===== src/rtl/jtag_ram64_loader_if.sv =====
// jtag_ram64_loader_if: stream, RAM scan-chain and CPU write-port signals of the loader
// Ports: in_* source stream, out_* sink stream, ram_j* chain shift port,
//        cpu_wen/ram_wen CPU write request and gated RAM write enable.
interface jtag_ram64_loader_if #(
    parameter int WIDTH = 32
);
    logic             in_valid;
    logic [WIDTH-1:0] in_data;
    logic             in_ready;
    logic             out_valid;
    logic [WIDTH-1:0] out_data;
    logic             out_ready;
    logic             ram_jen;
    logic [WIDTH-1:0] ram_jin;
    logic [WIDTH-1:0] ram_jout;
    logic             cpu_wen;
    logic             ram_wen;

    modport master (
        output in_valid, in_data, out_ready, ram_jout, cpu_wen,
        input  in_ready, out_valid, out_data, ram_jen, ram_jin, ram_wen
    );

    modport slave (
        input  in_valid, in_data, out_ready, ram_jout, cpu_wen,
        output in_ready, out_valid, out_data, ram_jen, ram_jin, ram_wen
    );
endinterface


===== src/rtl/jtag_ram64_loader.sv =====
// jtag_ram64_loader: one pass shifts DEPTH words into the RAM chain while dumping the displaced words
// Ports: clk/rst_n clock and async active-low reset; i_start/i_abort pass control;
//        o_busy/o_done/o_cpu_stall/o_shift_count status; bus carries streams, chain and write port.
module jtag_ram64_loader #(
    parameter int WIDTH = 32,
    parameter int DEPTH = 64,
    parameter int CNT_W = 7
) (
    input  logic             clk,
    input  logic             rst_n,
    input  logic             i_start,
    input  logic             i_abort,
    output logic             o_busy,
    output logic             o_done,
    output logic             o_cpu_stall,
    output logic [CNT_W-1:0] o_shift_count,
    jtag_ram64_loader_if.slave bus
);
    typedef enum logic [1:0] {IDLE, SHIFT, DONE} state_t;

    state_t           r_state;
    logic             r_busy;
    logic             r_done;
    logic             r_stall;
    logic [CNT_W-1:0] r_cnt;
    logic             w_run;
    logic             w_xfer;
    logic             w_last;

    // abort wins over a transfer, so the handshake is withdrawn on that cycle as well
    assign w_run  = (r_state == SHIFT) & ~i_abort;
    assign w_xfer = w_run & bus.in_valid & bus.out_ready;
    assign w_last = r_cnt == CNT_W'(DEPTH - 1);

    // combinational from async-reset state so the chain stops the moment reset asserts
    assign bus.ram_jen   = w_xfer;
    assign bus.in_ready  = w_run & bus.out_ready;
    assign bus.out_valid = w_run & bus.in_valid;
    assign bus.ram_jin   = bus.in_data;
    assign bus.out_data  = bus.ram_jout;
    assign bus.ram_wen   = bus.cpu_wen & (r_state == IDLE);

    assign o_busy        = r_busy;
    assign o_done        = r_done;
    assign o_cpu_stall   = r_stall;
    assign o_shift_count = r_cnt;

    always_ff @(posedge clk or negedge rst_n) begin
        if (!rst_n) begin
            r_state <= IDLE;
            r_busy  <= 1'b0;
            r_done  <= 1'b0;
            r_stall <= 1'b0;
            r_cnt   <= '0;
        end else begin
            case (r_state)
                IDLE: if (i_start) begin
                    r_state <= SHIFT;
                    r_cnt   <= '0;
                    r_busy  <= 1'b1;
                    r_stall <= 1'b1;
                end
                SHIFT: if (i_abort) begin
                    r_state <= IDLE;
                    r_busy  <= 1'b0;
                    r_stall <= 1'b0;
                end else if (w_xfer) begin
                    r_cnt <= r_cnt + CNT_W'(1);
                    if (w_last) begin
                        r_state <= DONE;
                        r_busy  <= 1'b0;
                        r_done  <= 1'b1;
                    end
                end
                DONE: begin
                    r_state <= IDLE;
                    r_done  <= 1'b0;
                    r_stall <= 1'b0;
                end
                default: begin
                    r_state <= IDLE;
                    r_busy  <= 1'b0;
                    r_done  <= 1'b0;
                    r_stall <= 1'b0;
                end
            endcase
        end
    end
endmodule


===== src/flat_wrapper.sv =====
// flat-port wrapper written by rule: the top's interface ports become plain ports
module jtag_ram64_loader_flat 
#(
    parameter int WIDTH = 32,
    parameter int DEPTH = 64,
    parameter int CNT_W = 7
)
  (clk, rst_n, i_start, i_abort, o_busy, o_done, o_cpu_stall, o_shift_count, bus_in_valid, bus_in_data, bus_out_ready, bus_ram_jout, bus_cpu_wen, bus_in_ready, bus_out_valid, bus_out_data, bus_ram_jen, bus_ram_jin, bus_ram_wen);
  jtag_ram64_loader_if #(.WIDTH(WIDTH)) bus_i ();
  input  logic clk;
  input  logic rst_n;
  input  logic i_start;
  input  logic i_abort;
  output logic o_busy;
  output logic o_done;
  output logic o_cpu_stall;
  output logic [CNT_W-1:0] o_shift_count;
  input wire logic [$bits(bus_i.in_valid)-1:0] bus_in_valid;
  input wire logic [$bits(bus_i.in_data)-1:0] bus_in_data;
  input wire logic [$bits(bus_i.out_ready)-1:0] bus_out_ready;
  input wire logic [$bits(bus_i.ram_jout)-1:0] bus_ram_jout;
  input wire logic [$bits(bus_i.cpu_wen)-1:0] bus_cpu_wen;
  output wire logic [$bits(bus_i.in_ready)-1:0] bus_in_ready;
  output wire logic [$bits(bus_i.out_valid)-1:0] bus_out_valid;
  output wire logic [$bits(bus_i.out_data)-1:0] bus_out_data;
  output wire logic [$bits(bus_i.ram_jen)-1:0] bus_ram_jen;
  output wire logic [$bits(bus_i.ram_jin)-1:0] bus_ram_jin;
  output wire logic [$bits(bus_i.ram_wen)-1:0] bus_ram_wen;
  assign bus_i.in_valid = bus_in_valid;
  assign bus_i.in_data = bus_in_data;
  assign bus_i.out_ready = bus_out_ready;
  assign bus_i.ram_jout = bus_ram_jout;
  assign bus_i.cpu_wen = bus_cpu_wen;
  assign bus_in_ready = bus_i.in_ready;
  assign bus_out_valid = bus_i.out_valid;
  assign bus_out_data = bus_i.out_data;
  assign bus_ram_jen = bus_i.ram_jen;
  assign bus_ram_jin = bus_i.ram_jin;
  assign bus_ram_wen = bus_i.ram_wen;
  jtag_ram64_loader #(.WIDTH(WIDTH), .DEPTH(DEPTH), .CNT_W(CNT_W)) u_core (.clk(clk), .rst_n(rst_n), .i_start(i_start), .i_abort(i_abort), .o_busy(o_busy), .o_done(o_done), .o_cpu_stall(o_cpu_stall), .o_shift_count(o_shift_count), .bus(bus_i));
endmodule

===== config.mk =====
export PLATFORM = sky130hd
export DESIGN_NAME = jtag_ram64_loader_flat
export DESIGN_NICKNAME = d
export VERILOG_FILES = /design/src/rtl/jtag_ram64_loader_if.sv /design/src/rtl/jtag_ram64_loader.sv /design/src/flat_wrapper.sv
export SDC_FILE = /design/constraint.sdc
export NUM_CORES = 1
export LEC_CHECK = 0
export ABC_CLOCK_PERIOD_IN_PS = 1700
export CAP_MARGIN = 10
export CORE_ASPECT_RATIO = 2
export CORE_UTILIZATION = 26
export CTS_CLUSTER_SIZE = 40
export DETAILED_ROUTE_END_ITERATION = 10
export PLACE_DENSITY = 0.81
export SLEW_MARGIN = 20
export SYNTH_ARGS = -nofsm -noshare
export SYNTH_HDL_FRONTEND = slang
export SYNTH_SLANG_ARGS = --single-unit

===== constraint.sdc =====
create_clock -name clk -period 1.7 [get_ports clk]
set_input_delay 0.255 -clock clk [delete_from_list [all_inputs] [get_ports clk]]
set_output_delay 0.255 -clock clk [all_outputs]
set_load 0.02 [all_outputs]

==> flow_summary.json, run 1 <==
{
  "gp_congestion": 0.788,
  "p_comb_share_pct": 24.9,
  "io-pin-count": 149,
  "grt_pass1_vias": 771,
  "ir_drop_mv": 0.347,
  "grt_max_degree": 13,
  "synth_area_um2": 1180,
  "status": "finished clean",
  "leakagePower_nw": 0.459,
  "drc_errors": 0,
  "cp_cell_sequence": "clkdlybuf4s50_1",
  "drtIter0Drc": 5,
  "skew_ns": 0.000437,
  "cp_num_buf_inv": 1,
  "arrival_ns": 1.37,
  "clk_pin_slew_worst_paths_ns": 0.06,
  "dpl-instance-area_um2": 1030,
  "placedCellCount": 152,
  "syn_area_per_cell_um2": 8.89,
  "maxCapViolCount": 0,
  "numPortBuffers": 20,
  "worst_pin_slew_ns": 0.588,
  "finalHoldViolations": 0,
  "cts-root-buf": "clkbuf_8",
  "cts.htree.levels": 1,
  "yosys.area_share.simple_pct": 16.2,
  "synthesis.nets": 205,
  "vias_per_cell": 4.93,
  "synth_compound_area_share_pct": 10.4,
  "die_area_um2": 4840,
  "hold_path_class": "in2async",
  "cp-start-kind": "register",
  "initial_core_util_pct": 27.2,
  "drive_gt1_share_pct": 21.6,
  "p_clk_share_pct": 37.2,
  "cts_tree": "yes",
  "required_ns": 1.44,
  "clock-sinks": 12,
  "die_height_um": 97.4,
  "rsz0062_at_grt": "no",
  "dp_hpwl_mm": 2.50,
  "synth_mux_area_share_pct": 2.86,
  "swShare_pct": 27.4,
  "dr.pass1.iters": 4,
  "yosys_warnings": 0,
  "drtAntennaViolNets": 0,
  "post-route-period-util_pct": 95.4,
  "clkLatencyLatePin_ns": 0.24,
  "synth_top_family_by_area": "buffers and inverters",
  "synth.distinct_cells": 30,
  "coreArea_um2": 4340,
  "routed_wl_mm": 3.06,
  "critPathKind": "reg2out",
  "timing.slew.headroom_pct": 60.7,
  "internal-power_mw": 0.617,
  "row_count": 34,
  "yosysSeqAreaShare_pct": 25.4,
  "layout_common_cells": "16 x clkdlybuf4s50_1, 12 x buf_4, 12 x dfrtp_1",
  "cp_max_fo": 7,
  "end_kind": "output port",
  "synth_xor_area_share_pct": 0,
  "p_sw_mw": 0.234,
  "antenna_found_initial": 0,
  "grt_first_pass_wirelength_mm": 4.44,
  "grt_overflow_total": 0,
  "fmax_ghz": 0.617,
  "diodes": 0,
  "globalRouteTotalUtil_pct": 13.0,
  "instances_no_fill": 156,
  "ys_ff_latch": 12,
  "critPathTopFamily": "buffers and inverters",
  "synth_adder_area_share_pct": 1.06,
  "p_per_area_nw_per_um2": 790,
  "syn_to_final_growth_pct": -8.89,
  "synth_cells": 133,
  "critPathSlowestCell": "clkdlybuf4s50_1",
  "slew_violations": 0,
  "wire_per_inst_um": 19.6,
  "die_w_um": 49.7,
  "setup_viol": 0,
  "clk_path_buf_depth": 2,
  "period_needed_ns": 1.62,
  "final_area_um2": 1080,
  "layout_commonest_cell": "clkdlybuf4s50_1",
  "final_net_count": 175,
  "hold_ws_ns": 0.389,
  "setup_tns_ns": 0,
  "num_vias": 769,
  "power_frac_seq_pct": 37.9,
  "cts_made_buffers": 3,
  "slowest_delay_ns": 0.66
}
[per-stage QoR]
stage | setup WS (ns) | power (mW) | util (%)
2_1_floorplan | 0.171 | 0.656 | -
3_3_place_gp | -0.199 | 0.540 | 23.6
3_5_place_dp | -0.227 | 0.545 | 23.6
4_1_cts | 0.0445 | 0.857 | 24.8
5_1_grt | 0.0194 | 0.896 | 24.8
6_report | 0.0787 | 0.851 | 24.8
[cell families (layout without fill, tap and decap cells)]
kind of cell / after synthesis / count (layout)
AO/OA/AOI/OAI: 16 / 16
adder cells (fa/ha/maj): 1 / 1
buffers and inverters: 69 / 38
flip-flops: 12 / 12
multiplexers: 3 / 3
AND/OR/NAND/NOR: 32 / 32
[cell usage after synthesis, drive strengths merged]
master   n  area, um2
nand4b   1       8.76
or2      1       6.26
a22o     3       26.3
o32ai    1       8.76
nor3b    2       15.0
and2     1       6.26
o211ai   3       22.5
or3      1       6.26
or4      2       15.0
inv      2       7.51
and2b    1       8.76
o21bai   2       15.0
nand3    4       20.0
mux2     3       33.8
o311ai   3       26.3
nor2     5       18.8
a21oi    2       10.0
o22ai    1       6.26
nand4    1       6.26
nand2    8       30.0
o31ai    1       7.51
ha       1       12.5
nor3     2       10.0
buf     67        514
nand3b   1       20.0
nand2b   2       20.0
dfrtp   12        300
[metal layers]
layer  vias to the layer above  routed length [um]  track usage (%)
met2                        51                1390             19.3
met3                        60                 478             6.10
met5                         -                   0                0
met4                         0                 444             19.6
li1                        324                   -                -
met1                       334                 754             9.52
[path summary, 6_finish.rpt]
| kind | start | endpoint | slack (ns) | cells past startpoint |
|---|---|---|---|---|
| max | u_core.o_shift_count[6]$_DFFE_PN0P_ | o_shift_count[6] | 0.08 | 1 |
| min | rst_n | u_core.o_shift_count[1]$_DFFE_PN0P_ | 0.39 | 1 |
| max reg2reg | u_core.o_shift_count[0]$_DFFE_PN0P_ | u_core.o_shift_count[2]$_DFFE_PN0P_ | 0.24 | 5 |
| min reg2reg | u_core.o_done$_DFFE_PN0P_ | u_core.o_done$_DFFE_PN0P_ | 0.56 | 2 |
| max in group asynchronous | rst_n | u_core.o_shift_count[5]$_DFFE_PN0P_ | 0.93 | 1 |
| min in group clk | bus_ram_jout[16] | bus_out_data[16] | 0.51 | 0 |
[registers in the layout, indices dropped and copies added (netlist names)]
signal,flops
u_core.o_shift_count,7
u_core.o_busy,1
u_core.o_cpu_stall,1
u_core.r_state,2
u_core.o_done,1
[timing repair]
action | in CTS | in global routing
endpoints found under the setup margin | 4 | 1
buffers inserted | 0 | 0
resized for setup | 4 | 1
gates cloned | 0 | 0
hold buffers | 0 | 0
[area by class of cell]
class | count | area, um2
Clock buffer | 4 | 55.1
Fill cell | 486 | 3260
Inverter | 2 | 7.51
Multi-Input combinational cell | 52 | 360
Sequential cell | 12 | 300
Tap cell | 54 | 67.6
Timing Repair Buffer | 32 | 287
[power by group through the flow]
stage               Clock, mW  Sequential, mW  Combinational, mW
CTS                     0.321           0.322              0.213
global route            0.340           0.325              0.231
global placement            0           0.326              0.214
finish                  0.317           0.322              0.212
floorplan                   0           0.348              0.308
detailed placement          0           0.327              0.218
(Power assumes the default switching activity.)
==> inputs of run 2 (changes only) <==
--- a/config.mk
+++ b/config.mk
@@ -5,6 +5,7 @@
 export SDC_FILE = /design/constraint.sdc
 export NUM_CORES = 1
 export LEC_CHECK = 0
+export ABC_AREA = 0
 export ABC_CLOCK_PERIOD_IN_PS = 1700
 export CAP_MARGIN = 10
 export CORE_ASPECT_RATIO = 2
==> results of run 2 <==
Same layout as run 1: the final DEF is identical, and so are final timing and power.
==> inputs of run 3 (changes only) <==
==> constraint.sdc (replaced) <==
create_clock -name clk -period 1.7 [get_ports clk]
set_input_delay 0.255 -clock clk [delete_from_list [all_inputs] [get_ports clk]]
set_output_delay 0.255 -clock clk [all_outputs]
set_load 0.01 [all_outputs]
==> run 3 against run 2 <==
  * Die area unchanged
  * Non-clock buffer count is 1 lower
  * Critical path type unchanged
  * Largest power group unchanged
  * Flip-flop and latch count is the same
==> flow_summary.json, run 3 (synthesized netlist as in run 1, its figures left out) <==
{
  "end_kind": "output port",
  "clock-sinks": 12,
  "arrival_ns": 1.33,
  "status": "finished clean",
  "hold_path_class": "in2async",
  "gp_congestion": 0.775,
  "grt_pass1_vias": 770,
  "coreArea_um2": 4340,
  "die_height_um": 97.4,
  "cts.htree.levels": 1,
  "skew_ns": 0.00128,
  "routed_wl_mm": 2.99,
  "wire_per_inst_um": 19.3,
  "cts_tree": "yes",
  "required_ns": 1.44,
  "placedCellCount": 151,
  "critPathSlowestCell": "dfrtp_1",
  "timing.slew.headroom_pct": 62.5,
  "instances_no_fill": 155,
  "clk_path_buf_depth": 2,
  "diodes": 0,
  "grt_overflow_total": 0,
  "io-pin-count": 149,
  "slew_violations": 0,
  "cp-start-kind": "register",
  "dp_hpwl_mm": 2.45,
  "drtAntennaViolNets": 0,
  "worst_pin_slew_ns": 0.560,
  "vias_per_cell": 4.93,
  "leakagePower_nw": 0.457,
  "cts-root-buf": "clkbuf_8",
  "antenna_found_initial": 0,
  "clkLatencyLatePin_ns": 0.24,
  "die_w_um": 49.7,
  "rsz0062_at_grt": "no",
  "setup_viol": 0,
  "final_net_count": 174,
  "layout_commonest_cell": "clkdlybuf4s50_1",
  "grt_max_degree": 13,
  "hold_ws_ns": 0.372,
  "layout_common_cells": "16 x clkdlybuf4s50_1, 11 x buf_4, 11 x dfrtp_1",
  "slowest_delay_ns": 0.42,
  "numPortBuffers": 20,
  "syn_to_final_growth_pct": -9.31,
  "drtIter0Drc": 31,
  "critPathKind": "reg2out",
  "fmax_ghz": 0.633,
  "grt_first_pass_wirelength_mm": 4.37,
  "dr.pass1.iters": 4,
  "cp_cell_sequence": "nand2b_4 -> nor3b_1 -> dlygate4sd2_1",
  "cp_max_fo": 4,
  "cts_made_buffers": 3,
  "largest_register_ffs": 7,
  "clk_pin_slew_worst_paths_ns": 0.06,
  "cts_hold_buf": 0,
  "globalRouteTotalUtil_pct": 12.7,
  "drive_gt1_share_pct": 22.8,
  "ir_drop_mv": 0.301,
  "finalHoldViolations": 0,
  "num_vias": 764,
  "drc_errors": 0,
  "row_count": 34,
  "p_per_area_nw_per_um2": 777,
  "die_area_um2": 4840,
  "maxCapViolCount": 0,
  "initial_core_util_pct": 27.2,
  "period_needed_ns": 1.58,
  "post-route-period-util_pct": 92.9
}
[run 3: cell count changes in the layout (fill, tap and decap cells not counted)]
cell	previous run	this run
nor2_2	0	1
nor2_1	5	4
dfrtp_2	0	1
dlygate4sd2_1	3	4
clkdlybuf4s15_1	1	0
buf_4	12	11
dfrtp_1	12	11
[run 3: stage by stage]
| stage | worst slack, ns | utilization (%) | total power [mW] | setup TNS (ns) | area (um2) |
|---|---|---|---|---|---|
| 2_1_floorplan | 0.247 | - | 0.575 | 0 | 1180 |
| 3_3_place_gp | -0.145 | 23.5 | 0.518 | -0.772 | 1020 |
| 3_5_place_dp | -0.146 | 23.5 | 0.521 | -0.867 | 1020 |
| 4_1_cts | 0.110 | 24.7 | 0.831 | 0 | 1070 |
| 5_1_grt | 0.0501 | 24.7 | 0.869 | 0 | 1070 |
| 6_report | 0.120 | 24.7 | 0.833 | 0 | 1070 |
[run 3: report_power, final]
group / leakage, nW / switching [mW] / internal, mW
clock: 0.0288 / 0.114 / 0.205
sequential: 0.153 / 0.0175 / 0.305
combinational: 0.276 / 0.0860 / 0.105
[run 3: worst max-delay path: cells and delay by family (launching register included)]
kind          cells  cell delay, ns
buf+inv           1            0.29
flops             1            0.42
simple gates      2            0.37
[run 3: per-layer routing]
layer / up-vias / GRT usage [%] / routed length [um]
li1: 323 / - / -
met1: 325 / 9.08 / 754
met2: 55 / 18.8 / 1310
met3: 61 / 6.10 / 482
met4: 0 / 19.6 / 438
met5: - / 0 / 0
[run 3: final cells by class]
class | count | area, um2
inverter | 2 | 7.51
tap | 54 | 67.6
fill | 475 | 3270
timing repair buffer | 31 | 278
clock buffer | 4 | 55.1
sequential | 12 | 302
multi-input combinational | 52 | 363
[run 3: path summary, 6_finish.rpt]
| kind | startpoint | endpoint | slack, ns | cells after the start |
|---|---|---|---|---|
| setup / recovery | u_core.r_state[1]$_DFFE_PN0P_ | bus_out_valid | 0.12 | 3 |
| setup reg to reg | u_core.o_shift_count[0]$_DFFE_PN0P_ | u_core.o_shift_count[2]$_DFFE_PN0P_ | 0.21 | 5 |
| hold reg to reg | u_core.o_shift_count[5]$_DFFE_PN0P_ | u_core.o_shift_count[5]$_DFFE_PN0P_ | 0.55 | 1 |
| max in group asynchronous | rst_n | u_core.r_state[0]$_DFFE_PN0P_ | 0.93 | 1 |
| min in group clk | bus_ram_jout[16] | bus_out_data[16] | 0.51 | 0 |
| hold / removal | rst_n | u_core.o_shift_count[6]$_DFFE_PN0P_ | 0.37 | 1 |
[run 3: timing repair]
item / in CTS / in global routing
endpoints found under the setup margin: 4 / 0
setup buffers: 0 / 0
gates resized for setup: 6 / 0
